File: src/rtl/red_pitaya_sys_arb_pkg.sv
// Shared types for the two-master system-bus arbiter: FSM state, latched request
// record and the round-robin pick used when both masters are pending.
package red_pitaya_sys_arb_pkg;

    localparam int SYS_AW = 32;
    localparam int SYS_DW = 32;
    localparam int SYS_SW = SYS_DW / 8;
    localparam int TMO_W  = 16;

    typedef enum logic [1:0] {
        IDLE,
        ISSUE,
        WAIT,
        RESP
    } arb_state_t;

    typedef struct packed {
        logic [SYS_AW-1:0] addr;
        logic [SYS_DW-1:0] wdata;
        logic [SYS_SW-1:0] sel;
        logic              wr;
    } sys_req_t;

    // A lone requester always wins; on a tie the master that was not granted last wins.
    function automatic logic rr_pick(input logic pend0, input logic pend1, input logic last);
        if (pend0 && pend1) begin
            return ~last;
        end
        return pend1;
    endfunction

endpackage

File: src/rtl/red_pitaya_sys_req_latch.sv
// Per-master single-entry request holder: strobe captured in 1 cycle, pend held until clr.
// No backpressure: a strobe while pend is set is dropped and flagged in sticky ovf.
module red_pitaya_sys_req_latch
    import red_pitaya_sys_arb_pkg::*;
(
    input  logic              clk_i,
    input  logic              rst_i,
    input  logic              wen,
    input  logic              ren,
    input  logic [SYS_AW-1:0] addr,
    input  logic [SYS_DW-1:0] wdata,
    input  logic [SYS_SW-1:0] sel,
    input  logic              clr,
    output sys_req_t          req,
    output logic              pend,
    output logic              ovf
);

    logic strobe;

    assign strobe = wen | ren;

    always_ff @(posedge clk_i) begin
        if (rst_i) begin
            req  <= '0;
            pend <= 1'b0;
            ovf  <= 1'b0;
        end else begin
            // pend is still set during the ack cycle, so a strobe there is an overflow too
            if (strobe && pend) begin
                ovf <= 1'b1;
            end
            if (clr) begin
                pend <= 1'b0;
            end else if (strobe && !pend) begin
                req  <= '{addr, wdata, sel, wen};
                pend <= 1'b1;
            end
        end
    end

endmodule

File: src/rtl/red_pitaya_sys_arb.sv
// Round-robin arbiter sharing one system-bus slave between two masters, one transaction at a time.
// Latency strobe->ack 3 cycles minimum; no backpressure, overlapping strobes are dropped (ovf), TMO bounds slave wait.
module red_pitaya_sys_arb
    import red_pitaya_sys_arb_pkg::*;
#(
    parameter int AW  = 32,
    parameter int DW  = 32,
    parameter int TMO = 255
) (
    input  logic            clk_i,
    input  logic            rst_i,
    input  logic [AW-1:0]   m0_addr,
    input  logic [DW-1:0]   m0_wdata,
    input  logic [DW/8-1:0] m0_sel,
    input  logic            m0_wen,
    input  logic            m0_ren,
    output logic [DW-1:0]   m0_rdata,
    output logic            m0_ack,
    output logic            m0_err,
    output logic            m0_ovf,
    input  logic [AW-1:0]   m1_addr,
    input  logic [DW-1:0]   m1_wdata,
    input  logic [DW/8-1:0] m1_sel,
    input  logic            m1_wen,
    input  logic            m1_ren,
    output logic [DW-1:0]   m1_rdata,
    output logic            m1_ack,
    output logic            m1_err,
    output logic            m1_ovf,
    output logic [AW-1:0]   s_addr,
    output logic [DW-1:0]   s_wdata,
    output logic [DW/8-1:0] s_sel,
    output logic            s_wen,
    output logic            s_ren,
    input  logic [DW-1:0]   s_rdata,
    input  logic            s_ack,
    input  logic            s_err
);

    localparam int               SW    = DW / 8;
    localparam logic [TMO_W-1:0] TMO_C = TMO_W'(TMO);

    arb_state_t       state;
    arb_state_t       state_nxt;
    sys_req_t         req0;
    sys_req_t         req1;
    sys_req_t         new_req;
    logic             pend0;
    logic             pend1;
    logic             grant;
    logic             grant_nxt;
    logic             gnt_wr;
    logic             last;
    logic [TMO_W-1:0] cnt;
    logic [DW-1:0]    resp_rdata;
    logic             resp_err;
    logic             take;
    logic             cap_ack;
    logic             cap_tmo;
    logic             cnt_inc;

    red_pitaya_sys_req_latch u_latch0 (
        .clk_i (clk_i),
        .rst_i (rst_i),
        .wen   (m0_wen),
        .ren   (m0_ren),
        .addr  (SYS_AW'(m0_addr)),
        .wdata (SYS_DW'(m0_wdata)),
        .sel   (SYS_SW'(m0_sel)),
        .clr   (m0_ack),
        .req   (req0),
        .pend  (pend0),
        .ovf   (m0_ovf)
    );

    red_pitaya_sys_req_latch u_latch1 (
        .clk_i (clk_i),
        .rst_i (rst_i),
        .wen   (m1_wen),
        .ren   (m1_ren),
        .addr  (SYS_AW'(m1_addr)),
        .wdata (SYS_DW'(m1_wdata)),
        .sel   (SYS_SW'(m1_sel)),
        .clr   (m1_ack),
        .req   (req1),
        .pend  (pend1),
        .ovf   (m1_ovf)
    );

    assign grant_nxt = rr_pick(pend0, pend1, last);
    assign new_req   = grant_nxt ? req1 : req0;

    always_comb begin
        state_nxt = state;
        take      = 1'b0;
        cap_ack   = 1'b0;
        cap_tmo   = 1'b0;
        cnt_inc   = 1'b0;
        case (state)
            IDLE: begin
                if (pend0 || pend1) begin
                    state_nxt = ISSUE;
                    take      = 1'b1;
                end
            end
            ISSUE: begin
                if (s_ack) begin
                    state_nxt = RESP;
                    cap_ack   = 1'b1;
                end else begin
                    state_nxt = WAIT;
                end
            end
            WAIT: begin
                if (s_ack) begin
                    state_nxt = RESP;
                    cap_ack   = 1'b1;
                end else if (cnt >= TMO_C) begin
                    state_nxt = RESP;
                    cap_tmo   = 1'b1;
                end else begin
                    cnt_inc = 1'b1;
                end
            end
            RESP: begin
                state_nxt = IDLE;
            end
            default: begin
                state_nxt = IDLE;
            end
        endcase
    end

    always_ff @(posedge clk_i) begin
        if (rst_i) begin
            state      <= IDLE;
            grant      <= 1'b0;
            gnt_wr     <= 1'b0;
            last       <= 1'b1;
            cnt        <= '0;
            resp_rdata <= '0;
            resp_err   <= 1'b0;
            s_addr     <= '0;
            s_wdata    <= '0;
            s_sel      <= '0;
            s_wen      <= 1'b0;
            s_ren      <= 1'b0;
        end else begin
            state <= state_nxt;
            s_wen <= 1'b0;
            s_ren <= 1'b0;
            if (take) begin
                grant   <= grant_nxt;
                last    <= grant_nxt;
                gnt_wr  <= new_req.wr;
                s_addr  <= AW'(new_req.addr);
                s_wdata <= DW'(new_req.wdata);
                s_sel   <= SW'(new_req.sel);
                s_wen   <= new_req.wr;
                s_ren   <= ~new_req.wr;
            end
            // The counter counts cycles since the slave strobe; ISSUE is cycle 0.
            if (state == ISSUE) begin
                cnt <= TMO_W'(1);
            end else if (cnt_inc) begin
                cnt <= cnt + TMO_W'(1);
            end
            if (cap_ack) begin
                resp_rdata <= gnt_wr ? '0 : s_rdata;
                resp_err   <= s_err;
            end else if (cap_tmo) begin
                resp_rdata <= '0;
                resp_err   <= 1'b1;
            end
        end
    end

    // Responses exist only in RESP, so an ack seen in IDLE or RESP never reaches a master.
    assign m0_ack   = (state == RESP) && !grant;
    assign m1_ack   = (state == RESP) && grant;
    assign m0_err   = m0_ack & resp_err;
    assign m1_err   = m1_ack & resp_err;
    assign m0_rdata = m0_ack ? resp_rdata : '0;
    assign m1_rdata = m1_ack ? resp_rdata : '0;

endmodule

File: config.mk
export PLATFORM = sky130hd
export DESIGN_NAME = red_pitaya_sys_arb
export DESIGN_NICKNAME = d
export VERILOG_FILES = /design/src/rtl/red_pitaya_sys_arb_pkg.sv /design/src/rtl/red_pitaya_sys_req_latch.sv /design/src/rtl/red_pitaya_sys_arb.sv
export SDC_FILE = /design/constraint.sdc
export NUM_CORES = 1
export LEC_CHECK = 0
export ABC_AREA = 1
export BUFFER_PORTS_ARGS = -buffer_cell sky130_fd_sc_hd__buf_4
export CORE_MARGIN = 3
export CORE_UTILIZATION = 36
export CTS_CLUSTER_DIAMETER = 100
export DETAILED_ROUTE_END_ITERATION = 6
export PLACE_DENSITY = 0.69
export SETUP_SLACK_MARGIN = 0.5
export SYNTH_ARGS = -nofsm -noshare
export SYNTH_HDL_FRONTEND = slang
export SYNTH_SLANG_ARGS = --single-unit
File: constraint.sdc
create_clock -name clk_i -period 3.1 [get_ports clk_i]
set_input_delay 0.62 -clock clk_i [delete_from_list [all_inputs] [get_ports clk_i]]
set_output_delay 0.62 -clock clk_i [all_outputs]
set_load 0.05 [all_outputs]
==> impl_results.md <==
* WL final at 32.65 mm
* RR Endpoint: u_latch1.req[0]$_SDFFE_PP0P_
* CTS tree: done
* RSZ-0062 raised after global routing: no
* Post-CTS Hold Fix Bufs at 0
* Pin count of the biggest net entering global routing at 140
* Setup crit end kind: primary output
* Die X-Extent at 175.7 um
* Synthesis-stage register bit count at 266
* Vias in the first global route at 9431
* Die area at 30860 um^2
* Status: completed
* Num CTS Buffers at 29
* Final Hold Fails at 0
* Final Cycle Share at 78.96%
* Final setup margin at 0.6524 ns
* WP data arrival at 1.83 ns
* Synth cell types at 30
* Total power at 11.93 mW
* CP Max Fanout at 34
* DRC at 0
* Slew HR at 25.70%
* Max Used Layer: met4
* Worst Hold Path EP: u_latch1.req[12]$_SDFFE_PP0P_
* Via count at 10070
* Max IR drop VDD at 0.0006297 V
* Worst setup path class: reg2out
* Clk buf depth at 3
* WP data required at 2.48 ns
* Met1 wire length at 14.01 mm
* WL per Instance at 15.83 um
* Initial antenna violation count at 0
* Max Slew Vio Count at 0
* Final Critical Period at 2.448 ns
* Synth async-reset ratio at 0%
* Total GRT Usage at 19.89%
* Routed wl met2 at 15.41 mm
* Synthesized net count at 1585
* Hold_ws at 0.3117 ns
* Vias per cell at 4.882
* FF-to-FF Start: state[0]$_SDFFE_PP0P_
* Core Util, Final at 49.21%
* Post-synth EDFFs at 0
* Global-route wire length before repair at 50.32 mm
* Pre-antenna DRT Iters at 5
* Area Growth Syn to Fin at 33.37%
* Crit start category: register
* Hold Path Stages at 3
* Fmax at 408.6 MHz
* Primary FF master, synth: dfxtp_1
* GP Congestion at 0.8609
* Static Leak at 5.822 nW
* Final setup viols at 0
* Mapped Cells at 1403
* Worst skew pair latency at 0.53 ns
* Clock skew at 0.008269 ns
* Dpl hpwl at 20.93 mm
* Initial DRC count at 658
* Max_cap viols at 0
* Sum Neg Setup Slack at 0 ns
* Core box area at 28090 um^2
* Worst-path clk slew at 0.06 ns
* Worst-case reg-to-reg path depth at 7
* Crit-path cells: ha_2 > inv_1 > nor2_4 > inv_6 > nor2_1 > buf_6
* Clock tree sinks at 266
* Final ANT Viol Nets at 0
* Critical-path top delay cell: dfxtp_1
* Boundary pin count at 316
* Height of the chip at 175.7 um
* Share of cells above drive strength 1 at 23.40%
* Power per cell area at 863.3 nW/um^2
* Root Driver: clkbuf_16
* CTS H-tree lvls at 1
* Avg Cell Area, Syn at 7.386 um^2
* Post-place setup slack at 0.6007 ns
* Class of the worst hold path: in2reg
* Initial Utilization at 36.89%
* Netlist Area Pre-Place at 10360 um^2
* WL met3 at 2.624 mm
* Worst reg2reg setup slack at 0.75 ns
* Sequential share of the synthesized area at 51.39%
* Synth Warn # at 0
* Global route overflow at 0
* Slew @ Worst Pin at 1.112 ns
* Diodes inserted at 0
* CP max stage delay at 0.37 ns
* # rows at 61
* # Post-CTS Setup Buffers at 0
* Hold path start: m1_wdata[7]
* Resized Gates After CTS at 2
* Total Nets Final at 1846
* Port bufs at 315
## cells in the final DEF, fill, tap and decap left out
| master | n |
|---|---|
| inv_1 | 61 |
| ha_2 | 1 |
| inv_6 | 2 |
| buf_12 | 3 |
| nand2_1 | 343 |
| a31oi_1 | 68 |
| nor2_4 | 2 |
| nor3_1 | 1 |
| nor3_4 | 1 |
| buf_6 | 3 |
| clkinv_2 | 7 |
| and3_1 | 1 |
| clkinvlp_4 | 2 |
| ha_1 | 5 |
| bufinv_16 | 1 |
| clkbuf_16 | 29 |
| nor2_2 | 4 |
| o21ai_0 | 136 |
| nand2_2 | 1 |
| inv_2 | 3 |
| nand4_1 | 4 |
| nand2_4 | 2 |
| nor2_1 | 242 |
| clkbuf_8 | 6 |
| buf_4 | 324 |
| dfxtp_1 | 265 |
| a21oi_1 | 107 |
| mux2i_1 | 1 |
| dfxtp_2 | 1 |
| nand3_1 | 41 |
| o22ai_1 | 1 |
| o21ai_1 | 6 |
| inv_4 | 2 |
| clkbuf_1 | 5 |
| o21bai_1 | 2 |
| a211oi_1 | 1 |
## cell usage after synthesis (6+ instances only)
| library cell | instances | area (um^2) |
|---|---|---|
| nand2_1 | 343 | 1287 |
| dfxtp_1 | 266 | 5325 |
| nor2_1 | 245 | 919.6 |
| o21ai_0 | 136 | 680.7 |
| a21oi_1 | 107 | 535.5 |
| a31oi_1 | 68 | 425.4 |
| inv_1 | 62 | 232.7 |
| clkbuf_1 | 57 | 214.0 |
| nand3_1 | 41 | 205.2 |
| buf_2 | 26 | 130.1 |
| buf_4 | 12 | 90.09 |
| ha_1 | 6 | 75.07 |
| o21ai_1 | 6 | 30.03 |
## worst max-delay path: cells and delay by family, from the launching register on
| family | cells | cell delay (ns) |
|---|---|---|
| and+or+nand+nor | 2 | 0.32 |
| adders and majority gates | 1 | 0.22 |
| buffers and inverters | 3 | 0.37 |
| DFF | 1 | 0.37 |
## how the worst max path moves through the flow
stage	slack (ns)	to	startpoint
floorplan	0.51	m0_rdata[10]	state[0]$_SDFFE_PP0P_
global placement	0.63	u_latch1.req[0]$_SDFFE_PP0P_	m1_wen
detailed placement	0.60	u_latch1.req[0]$_SDFFE_PP0P_	state[0]$_SDFFE_PP0P_
CTS	0.50	m0_rdata[4]	state[0]$_SDFFE_PP0P_
global route	0.53	m0_rdata[4]	state[1]$_SDFFE_PP0P_
finish	0.65	m0_rdata[4]	state[1]$_SDFFE_PP0P_
## layout make-up
cell class                 count  area (um^2)
clock buffer                  40        827.0
clock inverter                11        88.84
fill                        2827        14270
inverter                      67        261.5
multi-input combinational    970         4318
sequential                   266         5326
tap                          378        473.0
timing repair buffer         330         2526
## logic make-up (layout without fill, tap and decap cells)
group / after synthesis / in the layout / synth area share (%)
AOI/OAI and AO/OA: 321 / 321 / 16.41
adders and majority gates: 6 / 6 / 0.7244
muxes: 1 / 1 / 0.09660
DFF: 266 / 266 / 51.39
buffers and inverters: 167 / 448 / 7.088
and+or+nand+nor: 642 / 642 / 24.29
## layer usage
metal  GRT usage [%]  vias to the layer above
met5               0                        -
met1           25.10                     4628
met4           4.916                        0
met3           4.821                       44
met2           34.26                      345
li1                -                     5049
## metrics by stage
stage          instance area [um^2]  instances
5_1_grt                       13820       2062
3_5_place_dp                  12880       2011
6_report                      13820       2062
4_1_cts                       13800       2062
3_3_place_gp                  12880       2011
2_1_floorplan                 10360       1403
## power breakdown
| part | total, mW | internal (mW) | switching, mW | leakage (nW) |
|---|---|---|---|---|
| logic | 4.07 | 1.18 | 2.89 | 3.18 |
| registers | 4.55 | 4.14 | 0.411 | 2.19 |
| clock network | 3.31 | 1.94 | 1.37 | 0.453 |
## flip-flops by register name, summed over array words and instances (netlist names)
register and flops:
cnt 16, gnt_wr 1, grant 1, last 1, resp_err 1, resp_rdata 32
s_addr 32, s_ren 1, s_sel 4, s_wdata 32, s_wen 1, state 2
u_latch0.ovf 1, u_latch0.pend 1, u_latch0.req 69, u_latch1.ovf 1, u_latch1.pend 1, u_latch1.req 69
Note: power is estimated with default switching activity, not from simulation.
